## config.mk

```make
export PLATFORM = sky130hd
export DESIGN_NAME = mc_ctrl_fsm
export DESIGN_NICKNAME = d
export VERILOG_FILES = /design/src/rtl/mc_ctrl_fsm_pkg.sv /design/src/rtl/mc_ctrl_fsm_alu_dec.sv /design/src/rtl/mc_ctrl_fsm.sv
export SDC_FILE = /design/constraint.sdc
export NUM_CORES = 1
export LEC_CHECK = 0
export BUFFER_PORTS_ARGS = -buffer_cell sky130_fd_sc_hd__buf_2
export CAP_MARGIN = 20
export CORE_MARGIN = 8
export CORE_UTILIZATION = 57
export CTS_CLUSTER_DIAMETER = 200
export CTS_CLUSTER_SIZE = 20
export DETAILED_ROUTE_END_ITERATION = 6
export GPL_TIMING_DRIVEN = 0
export PLACE_DENSITY = 0.9
export SYNTH_ARGS = -nofsm -noshare
export SYNTH_HDL_FRONTEND = slang
export SYNTH_SLANG_ARGS = --single-unit
```

## constraint.sdc

```tcl
create_clock -name clk -period 5.3 [get_ports clk]
set_input_delay 0.265 -clock clk [delete_from_list [all_inputs] [get_ports clk]]
set_output_delay 0.265 -clock clk [all_outputs]
set_load 0.01 [all_outputs]
```

## src/rtl/mc_ctrl_fsm_pkg.sv

```systemverilog
// Shared encodings for the multi-cycle MIPS control path: FSM states,
// ALU op / overflow-check codes, and opcode / funct values.
package mc_ctrl_fsm_pkg;

  typedef enum logic [3:0] {
    S_FETCH  = 4'd0,
    S_DECODE = 4'd1,
    S_MADDR  = 4'd2,
    S_MRD    = 4'd3,
    S_MWB    = 4'd4,
    S_MWR    = 4'd5,
    S_EXR    = 4'd6,
    S_RWB    = 4'd7,
    S_BR     = 4'd8,
    S_JMP    = 4'd9,
    S_EXI    = 4'd10,
    S_IWB    = 4'd11,
    S_TRAP   = 4'd12
  } state_e;

  localparam logic [3:0] ALU_OP_ZERO = 4'd0;
  localparam logic [3:0] ALU_OP_ADD  = 4'd1;
  localparam logic [3:0] ALU_OP_SUB  = 4'd2;
  localparam logic [3:0] ALU_OP_AND  = 4'd3;
  localparam logic [3:0] ALU_OP_OR   = 4'd4;
  localparam logic [3:0] ALU_OP_XOR  = 4'd5;
  localparam logic [3:0] ALU_OP_NOR  = 4'd6;
  localparam logic [3:0] ALU_OP_SLTU = 4'd7;
  localparam logic [3:0] ALU_OP_SLT  = 4'd8;

  localparam logic [1:0] INS_NONE = 2'b00;
  localparam logic [1:0] INS_ADD  = 2'b01;
  localparam logic [1:0] INS_SUB  = 2'b10;

  localparam logic [5:0] OP_R     = 6'h00;
  localparam logic [5:0] OP_J     = 6'h02;
  localparam logic [5:0] OP_BEQ   = 6'h04;
  localparam logic [5:0] OP_BNE   = 6'h05;
  localparam logic [5:0] OP_ADDI  = 6'h08;
  localparam logic [5:0] OP_ADDIU = 6'h09;
  localparam logic [5:0] OP_SLTI  = 6'h0A;
  localparam logic [5:0] OP_SLTIU = 6'h0B;
  localparam logic [5:0] OP_ANDI  = 6'h0C;
  localparam logic [5:0] OP_ORI   = 6'h0D;
  localparam logic [5:0] OP_XORI  = 6'h0E;
  localparam logic [5:0] OP_LW    = 6'h23;
  localparam logic [5:0] OP_SW    = 6'h2B;

  localparam logic [5:0] FN_ADD  = 6'h20;
  localparam logic [5:0] FN_ADDU = 6'h21;
  localparam logic [5:0] FN_SUB  = 6'h22;
  localparam logic [5:0] FN_SUBU = 6'h23;
  localparam logic [5:0] FN_AND  = 6'h24;
  localparam logic [5:0] FN_OR   = 6'h25;
  localparam logic [5:0] FN_XOR  = 6'h26;
  localparam logic [5:0] FN_NOR  = 6'h27;
  localparam logic [5:0] FN_SLT  = 6'h2A;
  localparam logic [5:0] FN_SLTU = 6'h2B;

  // Immediate-ALU opcodes all share the EXI/IWB path.
  function automatic logic is_imm_op(input logic [5:0] op);
    return (op >= OP_ADDI) && (op <= OP_XORI);
  endfunction

endpackage

```

## src/rtl/mc_ctrl_fsm_alu_dec.sv

```systemverilog
// ALU control decode: maps the current state plus IR fields onto the ALU
// op / overflow-check code, the immediate extension mode and a legality flag.
module mc_alu_dec
  import mc_ctrl_fsm_pkg::*;
(
  input  state_e     state_i,
  input  logic [5:0] opcode_i,
  input  logic [5:0] funct_i,
  output logic [3:0] alu_op_o,
  output logic [1:0] ins_o,
  output logic       ext_zero_o,
  output logic       legal_o
);

  // Legality depends only on the IR so DECODE can divert to TRAP early.
  always_comb begin
    legal_o = 1'b0;
    case (opcode_i)
      OP_R: begin
        case (funct_i)
          FN_ADD, FN_ADDU, FN_SUB, FN_SUBU, FN_AND,
          FN_OR, FN_XOR, FN_NOR, FN_SLT, FN_SLTU: legal_o = 1'b1;
          default:                                legal_o = 1'b0;
        endcase
      end
      OP_LW, OP_SW, OP_BEQ, OP_BNE, OP_J: legal_o = 1'b1;
      default:                            legal_o = is_imm_op(opcode_i);
    endcase
  end

  // Per-state ALU function; states that do not use the ALU request ZERO.
  always_comb begin
    alu_op_o   = ALU_OP_ZERO;
    ins_o      = INS_NONE;
    ext_zero_o = 1'b0;
    case (state_i)
      S_FETCH, S_DECODE, S_MADDR: alu_op_o = ALU_OP_ADD;
      S_BR:                       alu_op_o = ALU_OP_SUB;
      S_EXR: begin
        case (funct_i)
          FN_ADD:  begin alu_op_o = ALU_OP_ADD; ins_o = INS_ADD; end
          FN_ADDU: alu_op_o = ALU_OP_ADD;
          FN_SUB:  begin alu_op_o = ALU_OP_SUB; ins_o = INS_SUB; end
          FN_SUBU: alu_op_o = ALU_OP_SUB;
          FN_AND:  alu_op_o = ALU_OP_AND;
          FN_OR:   alu_op_o = ALU_OP_OR;
          FN_XOR:  alu_op_o = ALU_OP_XOR;
          FN_NOR:  alu_op_o = ALU_OP_NOR;
          FN_SLT:  alu_op_o = ALU_OP_SLT;
          FN_SLTU: alu_op_o = ALU_OP_SLTU;
          default: alu_op_o = ALU_OP_ZERO;
        endcase
      end
      S_EXI: begin
        case (opcode_i)
          OP_ADDI:  begin alu_op_o = ALU_OP_ADD; ins_o = INS_ADD; end
          OP_ADDIU: alu_op_o = ALU_OP_ADD;
          OP_SLTI:  alu_op_o = ALU_OP_SLT;
          OP_SLTIU: alu_op_o = ALU_OP_SLTU;
          OP_ANDI:  begin alu_op_o = ALU_OP_AND; ext_zero_o = 1'b1; end
          OP_ORI:   begin alu_op_o = ALU_OP_OR;  ext_zero_o = 1'b1; end
          OP_XORI:  begin alu_op_o = ALU_OP_XOR; ext_zero_o = 1'b1; end
          default:  alu_op_o = ALU_OP_ZERO;
        endcase
      end
      default: alu_op_o = ALU_OP_ZERO;
    endcase
  end

endmodule

```

## src/rtl/mc_ctrl_fsm.sv

```systemverilog
// Multi-cycle MIPS control FSM: sequences PC / memory / IR / regfile strobes,
// drives ALU control, traps on checked overflow or illegal instructions, and
// counts retired instructions and traps.
module mc_ctrl_fsm
  import mc_ctrl_fsm_pkg::*;
#(
  parameter int CNT_W = 32
) (
  input  logic             clk,
  input  logic             rst,
  input  logic [5:0]       opcode,
  input  logic [5:0]       funct,
  input  logic             zero,
  input  logic             overflow,
  output logic [3:0]       alu_op,
  output logic [1:0]       ins,
  output logic             alu_src_a,
  output logic [1:0]       alu_src_b,
  output logic             ext_zero,
  output logic             pc_write,
  output logic [1:0]       pc_source,
  output logic             iord,
  output logic             mem_read,
  output logic             mem_write,
  output logic             ir_write,
  output logic             reg_write,
  output logic             reg_dst,
  output logic             mem_to_reg,
  output logic             trap,
  output logic [3:0]       state,
  output logic [CNT_W-1:0] instr_cnt,
  output logic [CNT_W-1:0] trap_cnt
);

  state_e           state_q, state_d;
  logic [CNT_W-1:0] instr_cnt_q, instr_cnt_d;
  logic [CNT_W-1:0] trap_cnt_q, trap_cnt_d;

  logic [3:0] dec_alu_op;
  logic [1:0] dec_ins;
  logic       dec_ext_zero;
  logic       dec_legal;
  logic       ovf_trap;
  logic       retire;

  mc_alu_dec u_alu_dec (
    .state_i    (state_q),
    .opcode_i   (opcode),
    .funct_i    (funct),
    .alu_op_o   (dec_alu_op),
    .ins_o      (dec_ins),
    .ext_zero_o (dec_ext_zero),
    .legal_o    (dec_legal)
  );

  // Only the signed (checked) forms may trap; unsigned forms ignore the flag.
  assign ovf_trap = overflow && (dec_ins != INS_NONE);

  // State register; reset forces FETCH immediately.
  always_ff @(posedge clk or posedge rst) begin
    if (rst) state_q <= S_FETCH;
    else     state_q <= state_d;
  end

  // Next-state logic.
  always_comb begin
    state_d = S_FETCH;
    case (state_q)
      S_FETCH:  state_d = S_DECODE;
      S_DECODE: begin
        if (!dec_legal)                              state_d = S_TRAP;
        else if (opcode == OP_LW || opcode == OP_SW) state_d = S_MADDR;
        else if (opcode == OP_R)                     state_d = S_EXR;
        else if (opcode == OP_BEQ || opcode == OP_BNE) state_d = S_BR;
        else if (opcode == OP_J)                     state_d = S_JMP;
        else                                         state_d = S_EXI;
      end
      S_MADDR:  state_d = (opcode == OP_SW) ? S_MWR : S_MRD;
      S_MRD:    state_d = S_MWB;
      S_EXR:    state_d = ovf_trap ? S_TRAP : S_RWB;
      S_EXI:    state_d = ovf_trap ? S_TRAP : S_IWB;
      default:  state_d = S_FETCH;
    endcase
  end

  // Moore strobe decode, all forced low while reset is held.
  always_comb begin
    alu_op     = 4'd0;
    ins        = 2'd0;
    alu_src_a  = 1'b0;
    alu_src_b  = 2'd0;
    ext_zero   = 1'b0;
    pc_write   = 1'b0;
    pc_source  = 2'd0;
    iord       = 1'b0;
    mem_read   = 1'b0;
    mem_write  = 1'b0;
    ir_write   = 1'b0;
    reg_write  = 1'b0;
    reg_dst    = 1'b0;
    mem_to_reg = 1'b0;
    trap       = 1'b0;
    if (!rst) begin
      alu_op   = dec_alu_op;
      ins      = dec_ins;
      ext_zero = dec_ext_zero;
      case (state_q)
        S_FETCH:  begin mem_read = 1'b1; ir_write = 1'b1; pc_write = 1'b1; alu_src_b = 2'd1; end
        S_DECODE: alu_src_b = 2'd3;
        S_MADDR:  begin alu_src_a = 1'b1; alu_src_b = 2'd2; end
        S_MRD:    begin iord = 1'b1; mem_read = 1'b1; end
        S_MWB:    begin reg_write = 1'b1; mem_to_reg = 1'b1; end
        S_MWR:    begin iord = 1'b1; mem_write = 1'b1; end
        S_EXR:    alu_src_a = 1'b1;
        S_RWB:    begin reg_write = 1'b1; reg_dst = 1'b1; end
        S_EXI:    begin alu_src_a = 1'b1; alu_src_b = 2'd2; end
        S_IWB:    reg_write = 1'b1;
        S_BR: begin
          alu_src_a = 1'b1;
          pc_source = 2'd1;
          pc_write  = (opcode == OP_BEQ) ? zero : ~zero;
        end
        S_JMP:    begin pc_write = 1'b1; pc_source = 2'd2; end
        S_TRAP:   trap = 1'b1;
        default:  trap = 1'b0;
      endcase
    end
  end

  // Retirement is the completing edge back into FETCH; TRAP never retires.
  assign retire = (state_d == S_FETCH) &&
                  (state_q inside {S_MWB, S_MWR, S_RWB, S_IWB, S_BR, S_JMP});

  always_comb begin
    instr_cnt_d = retire ? instr_cnt_q + CNT_W'(1) : instr_cnt_q;
    trap_cnt_d  = (state_q == S_TRAP) ? trap_cnt_q + CNT_W'(1) : trap_cnt_q;
  end

  // Retired-instruction and trap counters, wrapping naturally.
  always_ff @(posedge clk or posedge rst) begin
    if (rst) begin
      instr_cnt_q <= '0;
      trap_cnt_q  <= '0;
    end else begin
      instr_cnt_q <= instr_cnt_d;
      trap_cnt_q  <= trap_cnt_d;
    end
  end

  assign state     = state_q;
  assign instr_cnt = instr_cnt_q;
  assign trap_cnt  = trap_cnt_q;

endmodule

```

Yosys cells after proc, flatten, opt, wreduce, memory -nomap -nowiden
Cells that the tools add are included.
{ "classes": {"add_sub_neg": 2, "order_cmp": 2, "n_eq_ne": 34, "n_mux": 47, "n_bitwise": 1, "reduce_logical": 23} }
{ "op_table": {"columns": ["cell", "count"], "rows": [
  ["6-bit equality test (second input constant)", 12],
  ["32-bit by 1-bit adder with 32-bit output (second input constant)", 2],
  ["4-bit one-hot mux with 6 select lines", 2],
  ["6-bit by 4-bit equality test with 1-bit output (second input constant)", 7],
  ["4-bit one-hot mux with 8 select lines", 1],
  ["1-bit two-way mux", 25],
  ["4-bit equality test (second input constant)", 5],
  ["4-bit two-way mux", 5],
  ["4-bit by 3-bit equality test with 1-bit output (second input constant)", 4],
  ["4-bit one-hot mux with 4 select lines", 1],
  ["2-bit OR reduction", 7],
  ["6-bit by 3-bit equality test with 1-bit output (second input constant)", 2],
  ["2-bit one-hot mux with 2 select lines", 3],
  ["2-bit two-way mux", 5],
  ["10-bit OR reduction", 1],
  ["3-bit OR reduction", 3],
  ["4-bit by 2-bit equality test with 1-bit output (second input constant)", 2],
  ["4-bit zero test", 2],
  ["6-bit by 2-bit equality test with 1-bit output (second input constant)", 1],
  ["6-bit by 4-bit greater-or-equal comparator with 1-bit output (second input constant)", 1],
  ["6-bit by 4-bit <= comparator with 1-bit output (second input constant)", 1],
  ["6-bit zero test", 1],
  ["3-bit two-way mux", 2],
  ["2-bit one-hot mux with 3 select lines", 1],
  ["9 further kinds", 13]
]} }
{ "totals": {"regBits": 68} }

Logic depth before layout (Yosys ltp)
Gate-level depths: netlist (run 1).
{ "depth": {"word_depth": 9, "depth_mapped": 6, "mapped_depth_nobuf": 5} }

Modules after synthesis
Synthesis (run 1) repeated with hierarchy kept, for this count alone.
{ "unflattened": {"hier_cells": 412, "area_unflattened_um2": 3935.0} }
{ "by_module_without_submodules": {"columns": ["module", "n_inst", "cells_per_inst", "area_per_inst_um2", "seq_area_each_um2"], "rows": [
  ["mc_ctrl_fsm", 1, 353, 3578.4, 1701.6],
  ["mc_alu_dec", 1, 59, 356.6, 0.0]
]} }

Least setup slack after synthesis (run 1)
No wires, ideal clock.
{ "synth_path": {"path_type": "input to output", "from": "input port rst", "to": "output port alu_op[1]", "arrival_time_ps": 2624, "slack_ps": 2411, "cell_stages": 4, "cell_sequence": "clkbuf_1 -> inv_1 -> o21ai_0 -> a21oi_1"} }
{ "synth_via": {"elab_chain_len": 1} }
{ "synth_lines": {"columns": ["element", "line_no", "rtl"], "rows": [
  ["start: declaration", "mc_ctrl_fsm.sv:10", "input logic rst,"],
  ["4-bit two-way mux", "mc_ctrl_fsm.sv:103", "if (!rst) begin"],
  ["end: declaration", "mc_ctrl_fsm.sv:15", "output logic [3:0] alu_op,"]
]} }
Every way passes these cells.

Worst setup path in the final report (run 1)
{ "layout_path": {"from": "register state_q[3] (netlist: state[3])", "to": "output port alu_op[1]"} }
{ "layout_via": {"elab_chain_len": 4, "word_cells_on_any_way": 9, "classes_between": "eq/ne: 5; mux: 2; reduce/logical: 2"} }
{ "layout_lines": {"columns": ["element", "line_no", "rtl"], "rows": [
  ["start: declaration", "mc_ctrl_fsm.sv:35", "state_e state_q, state_d;"],
  ["start signal: assignment", "mc_ctrl_fsm.sv:62", "else state_q <= state_d;"],
  ["4-bit by 1-bit equality test with 1-bit output (tied with other cells)", "mc_ctrl_fsm_alu_dec.sv:36", "case (state_i)"],
  ["3-bit OR reduction", "mc_ctrl_fsm_alu_dec.sv:36", null],
  ["4-bit one-hot mux with 4 select lines (*)", "mc_ctrl_fsm_alu_dec.sv:36", null],
  ["4-bit two-way mux (*)", "mc_ctrl_fsm.sv:103", null]
]} }
Mark *: on every way between the ends. The rest lies on a longest branch, timed or not.

==> results.md, run 1 <==
- No sink is reached through more buffers than the 2 on the longest clock path.
- Traced cell by cell, the critical path runs through nand2b_1, a2111oi_0, o311ai_0, a21oi_1, buf_2.
- The post-route worst setup slack is 2.66 ns.
- For the worst setup path, the data required time is 5.04 ns.
- Sequential elements use 43.7% of the synthesized area.
- The TritonCTS buffer count is 9.
- The flow ran to the end, and the final reports show no timing, DRC or antenna violations.
- The clock net sink count is 68.
- The share of the cycle needed by the critical path after routing is 49.9%.
- The worst flop-to-flop path endpoint is instr_cnt[30].
- The first global-routing pass estimated 17600 um of wire.
- Post-CTS repair changed the size of 0 cells.
- The die boundary width is 98.6 um.
- The maximum achievable frequency is 378 MHz.
- The worst min-delay path endpoint is state[3].
- Of all nets on the critical path, the largest fanout is 7.
- The class of the tightest hold or removal check is in -> reg.
- Counting both buffers and inverters, the worst setup path holds a total of 1.
- For this block, the initial DRC count from the detailed router was 247.
- Global routing finished with a remaining overflow of 0.
- Across the VDD grid, the largest voltage drop is 0.000312 V.
- The slowest stage of the critical path belongs to the cell sky130_fd_sc_hd__a2111oi_0.
- The number of setup buffers added after CTS is 0.
- The first detailed-routing pass took 5 iterations.
- After layout, the minimum clock period comes to 2.64 ns.
- Synthesis instantiated 50 different standard cells from the library.
- Hold repair after CTS inserted 0 buffers.
- The launch point of the worst hold path is opcode[4].
- The cell sitting at the root of the clock tree is a sky130_fd_sc_hd__clkbuf_8.
- The number of antenna violations at the first check in global routing is 0.
- Measured against its own limit, the worst slew margin works out to 43.8%.
- Setup repair after global routing left no endpoint under its margin.
- The later pin in the worst-skew pair is clocked with a latency of 0.34 ns.
- The clock skew after layout is 0.00672 ns.
- Port buffering added 102 buffers.
- The number of nets with antenna violations after routing is 0.
- The worst hold path cell count is 3.
- The kind of cell with the highest combined delay along the critical path is compound AO/OA/AOI/OAI gates.
- From synthesis to final layout, the design area changed by 20.2%.
- The number of nets at the end of the flow is 548.
- The floorplan step defined a die boundary enclosing 9720 sq um.
- The post-placement worst setup slack is 3.06 ns.
- The number of design rule violations left after detail routing is 0.
- The endpoint class of the critical path is an output port.
- After synthesis, the mean cell area works out to 9.35 sq um.
- The starting utilization of the core area is 58.2%.
- The synthesized flop and latch total is 68.
- Counting every instance in the synthesized netlist gives 416.
- The HPWL after detailed placement is 7640 um.
- The yosys synthesis warning count is 0.
- The die span in y is 98.6 um.
- The final hold violation count is 0.
- The endpoint arrival time on the critical path is 2.38 ns.
- The origin of the critical flop-to-flop path is state[1].
- For this run, the leading register cell type out of synthesis is sky130_fd_sc_hd__dfrtp_1.
- The net count after synthesis is 434.
- The power density normalized to cell area is 336 nW/um^2.
- The overall fraction of global-route tracks in use is 21.7%.
- The average wire per standard cell is 17.0 um.
- The TritonCTS clock tree is built.
- The antenna diode count is 0.
- The congestion estimate from routability-driven global placement came to 1.01.
- The routed via count divided by cell count is 6.13.
- After synthesis the cells add up to 3890 sq um.
- The number of flops mapped to enable cells by yosys is 0.
- The floorplan has 30 rows.
- The count of H-tree levels built during CTS is 3.
- The via count of the first global-routing pass is 3704.
- The via count is 3764.
- The worst setup path is launched from a register.
- The slew at the pin closest to its max-slew limit is 0.843 ns.
- The total leakage power is 0.00224 uW.
- The core region area is 6680 sq um.
- The worst setup path category is reg -> out.
- For flop-to-flop paths, the worst setup slack is 2.97 ns.
- The share of final-layout standard cells stronger than drive strength 1 is 25.1%.
- Adding up every negative setup slack in the final design gives 0 ns.
- The tool flagged a number of max-cap violations equal to 0.
- The number of pins with negative max-slew slack in the final report is 0.
- The maximum single-stage delay on the critical path is 0.68 ns.
- The routed design has 10500 um of wire.
- For the worst flop-to-flop path, the logic depth is 6.
- Of all flip-flops after synthesis, the portion carrying an async set or reset was 100%.
- Setup violations remaining at the end of the flow were counted as 0.
- During I/O placement, the number of pins put on the boundary was 105.
- The maximum number of pins on one net before global-route repair is 71.
- After clock tree synthesis, the clock-pin slew on the worst setup and hold paths is 0.06 ns.
[sequential cells by signal, indices dropped and copies added, names as in the netlist]
signal	flops
trap_cnt	32
instr_cnt	32
state	4
[how the worst max path moves through the flow]
stage,from,to,slack [ns],cells past startpoint
floorplan,rst,alu_op[1],2.41,4
global placement,rst,alu_op[1],1.54,5
detailed placement,state[3],alu_op[1],3.06,5
CTS,state[3],alu_op[1],2.68,5
global route,state[3],alu_op[1],2.53,5
finish,state[3],alu_op[1],2.66,5
[through the flow]
stage / instances / hold slack (ns) / cell area [sq um] / total power (uW) / utilization (%)
CTS: 613 / 0.236 / 4670 / 1580 / 69.9
finish: 614 / 0.261 / 4680 / 1570 / 70.0
global placement: 598 / 0.454 / 4500 / 1190 / 67.4
floorplan: 416 / 0.418 / 3890 / 1010 / -
detailed placement: 598 / 0.458 / 4500 / 1210 / 67.4
global route: 614 / 0.256 / 4680 / 1660 / 70.0
[metal layers]
layer,part of all wire [%],GRT usage [%],vias to the layer above
met5,0,0,-
met4,1.1,8.50,0
met3,7.8,6.91,16
met2,50,36.4,179
met1,41,25.1,1825
li1,-,-,1744
[cells by family (layout without fill, tap and decap cells)]
logic type | after synthesis | count (layout) | synth area share, %
buffers and inverters | 36 | 154 | 3.80
adders and majority gates | 2 | 2 | 0.643
AOI/OAI and AO/OA | 41 | 41 | 7.27
DFF | 68 | 68 | 43.7
and+or+nand+nor | 201 | 201 | 29.1
xor gates and xnor gates | 66 | 66 | 14.9
muxes | 2 | 2 | 0.579
[final cells by class]
cell class | count | area, sq um
Tap cell | 80 | 100
Multi-Input combinational cell | 312 | 2040
Fill cell | 508 | 2010
Timing Repair Buffer | 103 | 515
Clock buffer | 11 | 141
Inverter | 15 | 58.8
Clock inverter | 4 | 26.3
Buffer | 21 | 91.3
Sequential cell | 68 | 1700
[worst min-delay path, stage by stage]
cell,delay [ns]
sky130_fd_sc_hd__buf_2,0.13
sky130_fd_sc_hd__o31ai_1,0.09
sky130_fd_sc_hd__nand3_1,0.07
[where the power goes]
part,internal [uW],total (uW),switching (uW)
registers,570,655,85.2
logic,214,549,335
clock network,179,368,189
[cell usage after synthesis (2+ instances only)]
cell type | number | area share (%)
sky130_fd_sc_hd__dfrtp_1 | 68 | 44
sky130_fd_sc_hd__xnor2_1 | 47 | 11
sky130_fd_sc_hd__nand2_1 | 33 | 3.2
sky130_fd_sc_hd__nand4_1 | 32 | 5.1
sky130_fd_sc_hd__nand3_1 | 30 | 3.9
sky130_fd_sc_hd__nor3_1 | 28 | 3.6
sky130_fd_sc_hd__xor2_1 | 19 | 4.3
sky130_fd_sc_hd__nor2_1 | 17 | 1.6
sky130_fd_sc_hd__nor4_1 | 16 | 2.6
sky130_fd_sc_hd__clkbuf_1 | 15 | 1.4
sky130_fd_sc_hd__inv_1 | 15 | 1.4
sky130_fd_sc_hd__a21oi_1 | 10 | 1.3
sky130_fd_sc_hd__nand2b_1 | 10 | 1.6
sky130_fd_sc_hd__and3_1 | 6 | 0.97
sky130_fd_sc_hd__and4_1 | 6 | 1.4
sky130_fd_sc_hd__o21ai_0 | 5 | 0.64
sky130_fd_sc_hd__a2111oi_0 | 4 | 0.90
sky130_fd_sc_hd__a31oi_1 | 4 | 0.64
sky130_fd_sc_hd__buf_2 | 4 | 0.51
sky130_fd_sc_hd__a211o_1 | 3 | 0.68
sky130_fd_sc_hd__o22ai_1 | 3 | 0.48
sky130_fd_sc_hd__or2_2 | 3 | 0.48
sky130_fd_sc_hd__a221o_1 | 2 | 0.51
sky130_fd_sc_hd__and2_1 | 2 | 0.32
sky130_fd_sc_hd__ha_1 | 2 | 0.64
sky130_fd_sc_hd__mux2_2 | 2 | 0.58
sky130_fd_sc_hd__nor2b_1 | 2 | 0.32
sky130_fd_sc_hd__nor3b_1 | 2 | 0.39
sky130_fd_sc_hd__nor4_2 | 2 | 0.64
sky130_fd_sc_hd__o31ai_1 | 2 | 0.39
sky130_fd_sc_hd__or3_1 | 2 | 0.32
sky130_fd_sc_hd__or3b_2 | 2 | 0.45
[cell usage in the layout, fill, tap and decap left out, types with 17 or more instances in the layout]
cell type / count
sky130_fd_sc_hd__nand4_1: 32
sky130_fd_sc_hd__nand3_1: 30
sky130_fd_sc_hd__xnor2_1: 47
sky130_fd_sc_hd__xor2_1: 19
sky130_fd_sc_hd__nor3_1: 28
sky130_fd_sc_hd__buf_2: 106
sky130_fd_sc_hd__nor2_1: 17
sky130_fd_sc_hd__dfrtp_1: 68
sky130_fd_sc_hd__nand2_1: 33
(Power assumes the default switching activity.)
==> inputs of run 2 (changes only) <==
- CORE_UTILIZATION: 57 -> 53
- PLACE_DENSITY: 0.9 -> 0.84
- clock period: 5.3 -> 2.7 ns (I/O delays scaled with it)
==> results.md, run 2 (same netlist as run 1, synthesis figures left out) <==
- Run status: complete, no violations (unchanged).
- The post-route worst setup slack is 0.197 ns (was 2.66 ns).
- The cell total after placement is 617 (was 598).
- The routed via count divided by cell count came to 5.85 (was 6.13).
- The data required time of the worst path is 2.57 ns (was 5.04 ns).
- The worst-path maximum fanout is 7 (unchanged).
- The number of pins with negative max-slew slack in the final report came to 0 (unchanged).
- Most used cells in the layout excluding fill and tap cells: sky130_fd_sc_hd__buf_2, sky130_fd_sc_hd__dfrtp_1, sky130_fd_sc_hd__xnor2_1 (unchanged).
- The number of buffer cells added on primary ports is 102 (unchanged).
- The total area of sequential cells is 1700 sq um (unchanged).
- The number of I/O pins was 105 (unchanged).
- The maximum single-stage delay on the critical path is 0.66 ns (was 0.68 ns).
- The most common cell after layout, fill and taps aside is sky130_fd_sc_hd__buf_2 (unchanged).
- Setup repair after global routing missed its margin: false (unchanged).
- The final critical delay including setup and external delays is 2.50 ns.
- The via count of the first global-routing pass was 3641 (was 3704).
- The clock net sink count is 68 (unchanged).
- The count of final setup violators is 0 (unchanged).
- The count of H-tree levels built during CTS is 3 (unchanged).
- The final weighted congestion in routability-driven placement is 0.890 (was 1.01).
- The die span in y is 102 um (was 98.6 um).
- Series of cell instances along the critical path: nand2b_1, a2111oi_0, o311ai_0, a21oi_1, buf_2 (unchanged).
- The startpoint type of the worst setup path is a register (unchanged).
- The final global-route overflow total is 0 (unchanged).
- The average wire per standard cell came to 16.4 um (was 17.0 um).
- The endpoint class of the critical path is an output port (unchanged).
- The clock skew after layout is 0.0107 ns (was 0.00672 ns).
- The die boundary width is 102 um (was 98.6 um).
- The share of the cycle needed by the critical path after routing is 92.7%.
- The class of the tightest hold or removal check was in -> reg (unchanged).
- The slew at the pin closest to its max-slew limit is 0.848 ns (was 0.843 ns).
- The power density normalized to cell area came to 675 nW/um^2 (was 336 nW/um^2).
- The clock network latency to the later pin of the worst-skew pair is 0.34 ns (about the same).
- The overall fraction of global-route tracks in use came to 20.9% (was 21.7%).
- The largest buffer count on any clock path is 2 (unchanged).
- The synthesis-to-finish area growth is 21.4% (was 20.2%).
- The core region area is 7180 sq um (was 6680 sq um).
- The area enclosed by the die boundary is 10300 sq um (was 9720 sq um).
- The worst setup path category is reg -> out (unchanged).
- The worst ir drop on vdd was 0.000348 V (was 0.000312 V).
- The TritonCTS buffer count is 9 (unchanged).
- The share of final-layout standard cells stronger than drive strength 1 came to 25.2% (was 25.1%).
- The post-placement worst setup slack is 0.381 ns (was 3.06 ns).
- The via count is 3707 (was 3764).
- The TritonCTS clock tree is built (unchanged).
- The family with the most delay on the worst path is compound AO/OA/AOI/OAI gates (unchanged).
- The wire length reported by the detailed router came to 10400 um (was 10500 um).
- The worst-case headroom to the max-slew limit was 43.5% (was 43.8%).
- The number of gates given a new drive strength after cts is 0 (unchanged).
- The number of nets with antenna violations after routing is 0 (unchanged).
- The number of hold buffers added after cts came to 0 (unchanged).
- The number of search-and-repair iterations in the first detailed-routing pass is 5 (unchanged).
- The final hold violation count is 0 (unchanged).
- The HPWL after detailed placement is 7620 um (was 7640 um).
- The endpoint arrival time on the critical path came to 2.37 ns (was 2.38 ns).
- The maximum achievable frequency is 400 MHz.
- The share of the core filled with cells in the final layout is 65.8% (was 70.0%).
- The first-pass GRT wire length is 17500 um (was 17600 um).
- The count of routing violations after the opening detailed-route iteration is 271 (was 247).
- The final standard cell count with taps included and fillers excluded is 634 (was 614).
- The total leakage power was 0.00224 uW (about the same).
- The total negative slack for setup checks was 0 ns (unchanged).
- The clock-pin slew on the worst setup and hold paths came to 0.07 ns (was 0.06 ns).
- The number of antenna violations at the first check in global routing is 0 (unchanged).
- The number of design rule violations left after detail routing is 0 (unchanged).
- The clock tree root driver cell was sky130_fd_sc_hd__clkbuf_8 (unchanged).
- The antenna diode count is 0 (unchanged).
- The number of setup buffers added after CTS is 0 (unchanged).
- The sum of buffers and inverters on the critical path is 1 (unchanged).
- The critical path's slowest cell is sky130_fd_sc_hd__a2111oi_0 (unchanged).
- The starting utilization of the core area is 54.2% (was 58.2%).
- The final hold slack is 0.132 ns (was 0.261 ns).
- The area of the multi-input gates is 2040 sq um (unchanged).
- The filler cell count in the final layout was 618 (was 508).
- The max-cap violation count was 0 (unchanged).
- The number of nets at the end of the flow is 548 (unchanged).
- The number of core rows was 31 (was 30).
- The maximum number of pins on one net before global-route repair was 71 (unchanged).
## run 2: worst min-delay path, cell delays in order
cell                      delay [ns]
sky130_fd_sc_hd__buf_2          0.14
sky130_fd_sc_hd__o31ai_1        0.09
sky130_fd_sc_hd__nand3_1        0.07
## run 2: worst paths after layout
| kind | from | endpoint | slack [ns] | cells past startpoint |
|---|---|---|---|---|
| worst max-delay path | state[3] | alu_op[1] | 0.20 | 5 |
| worst min-delay path | opcode[4] | state[3] | 0.13 | 3 |
| worst max register to register | state[1] | instr_cnt[22] | 0.33 | 6 |
| worst min register to register | trap_cnt[31] | trap_cnt[31] | 0.47 | 1 |
| max in group asynchronous | rst | trap_cnt[23] | 1.99 | 2 |
| min in group asynchronous | rst | trap_cnt[0] | 0.16 | 2 |
## run 2: report_power, final
part,total (uW),internal [uW],switching [uW]
Sequential,1290,1120,168
Clock,820,427,393
Combinational,1080,420,663
Total,3190,1960,1220
## run 2: through the flow
| stage | power [uW] | cell area (sq um) |
|---|---|---|
| after floorplan | 1990 | 3890 |
| after global placement | 2350 | 4520 |
| after detailed placement | 2370 | 4530 |
| after CTS | 3200 | 4720 |
| after global routing | 3400 | 4720 |
| final | 3190 | 4720 |
## run 2: final cells by class
cell class                      count  share of cell area, %
Buffer                             21                   1.93
Multi-Input combinational cell    312                   43.2
Timing Repair Buffer              103                   10.9
Sequential cell                    68                   36.0
Clock buffer                       10                   2.70
Inverter                           15                   1.25
Clock inverter                      6                   1.35
Tap cell                           99                   2.62
## run 2: layer usage
| layer | vias to the layer above | track usage (%) | part of all wire [%] |
|---|---|---|---|
| met1 | 1773 | 26.2 | 42 |
| met4 | 0 | 8.71 | 2.0 |
| met2 | 172 | 33.4 | 48 |
| li1 | 1739 | - | - |
| met5 | - | 0 | 0 |
| met3 | 23 | 5.43 | 7.9 |
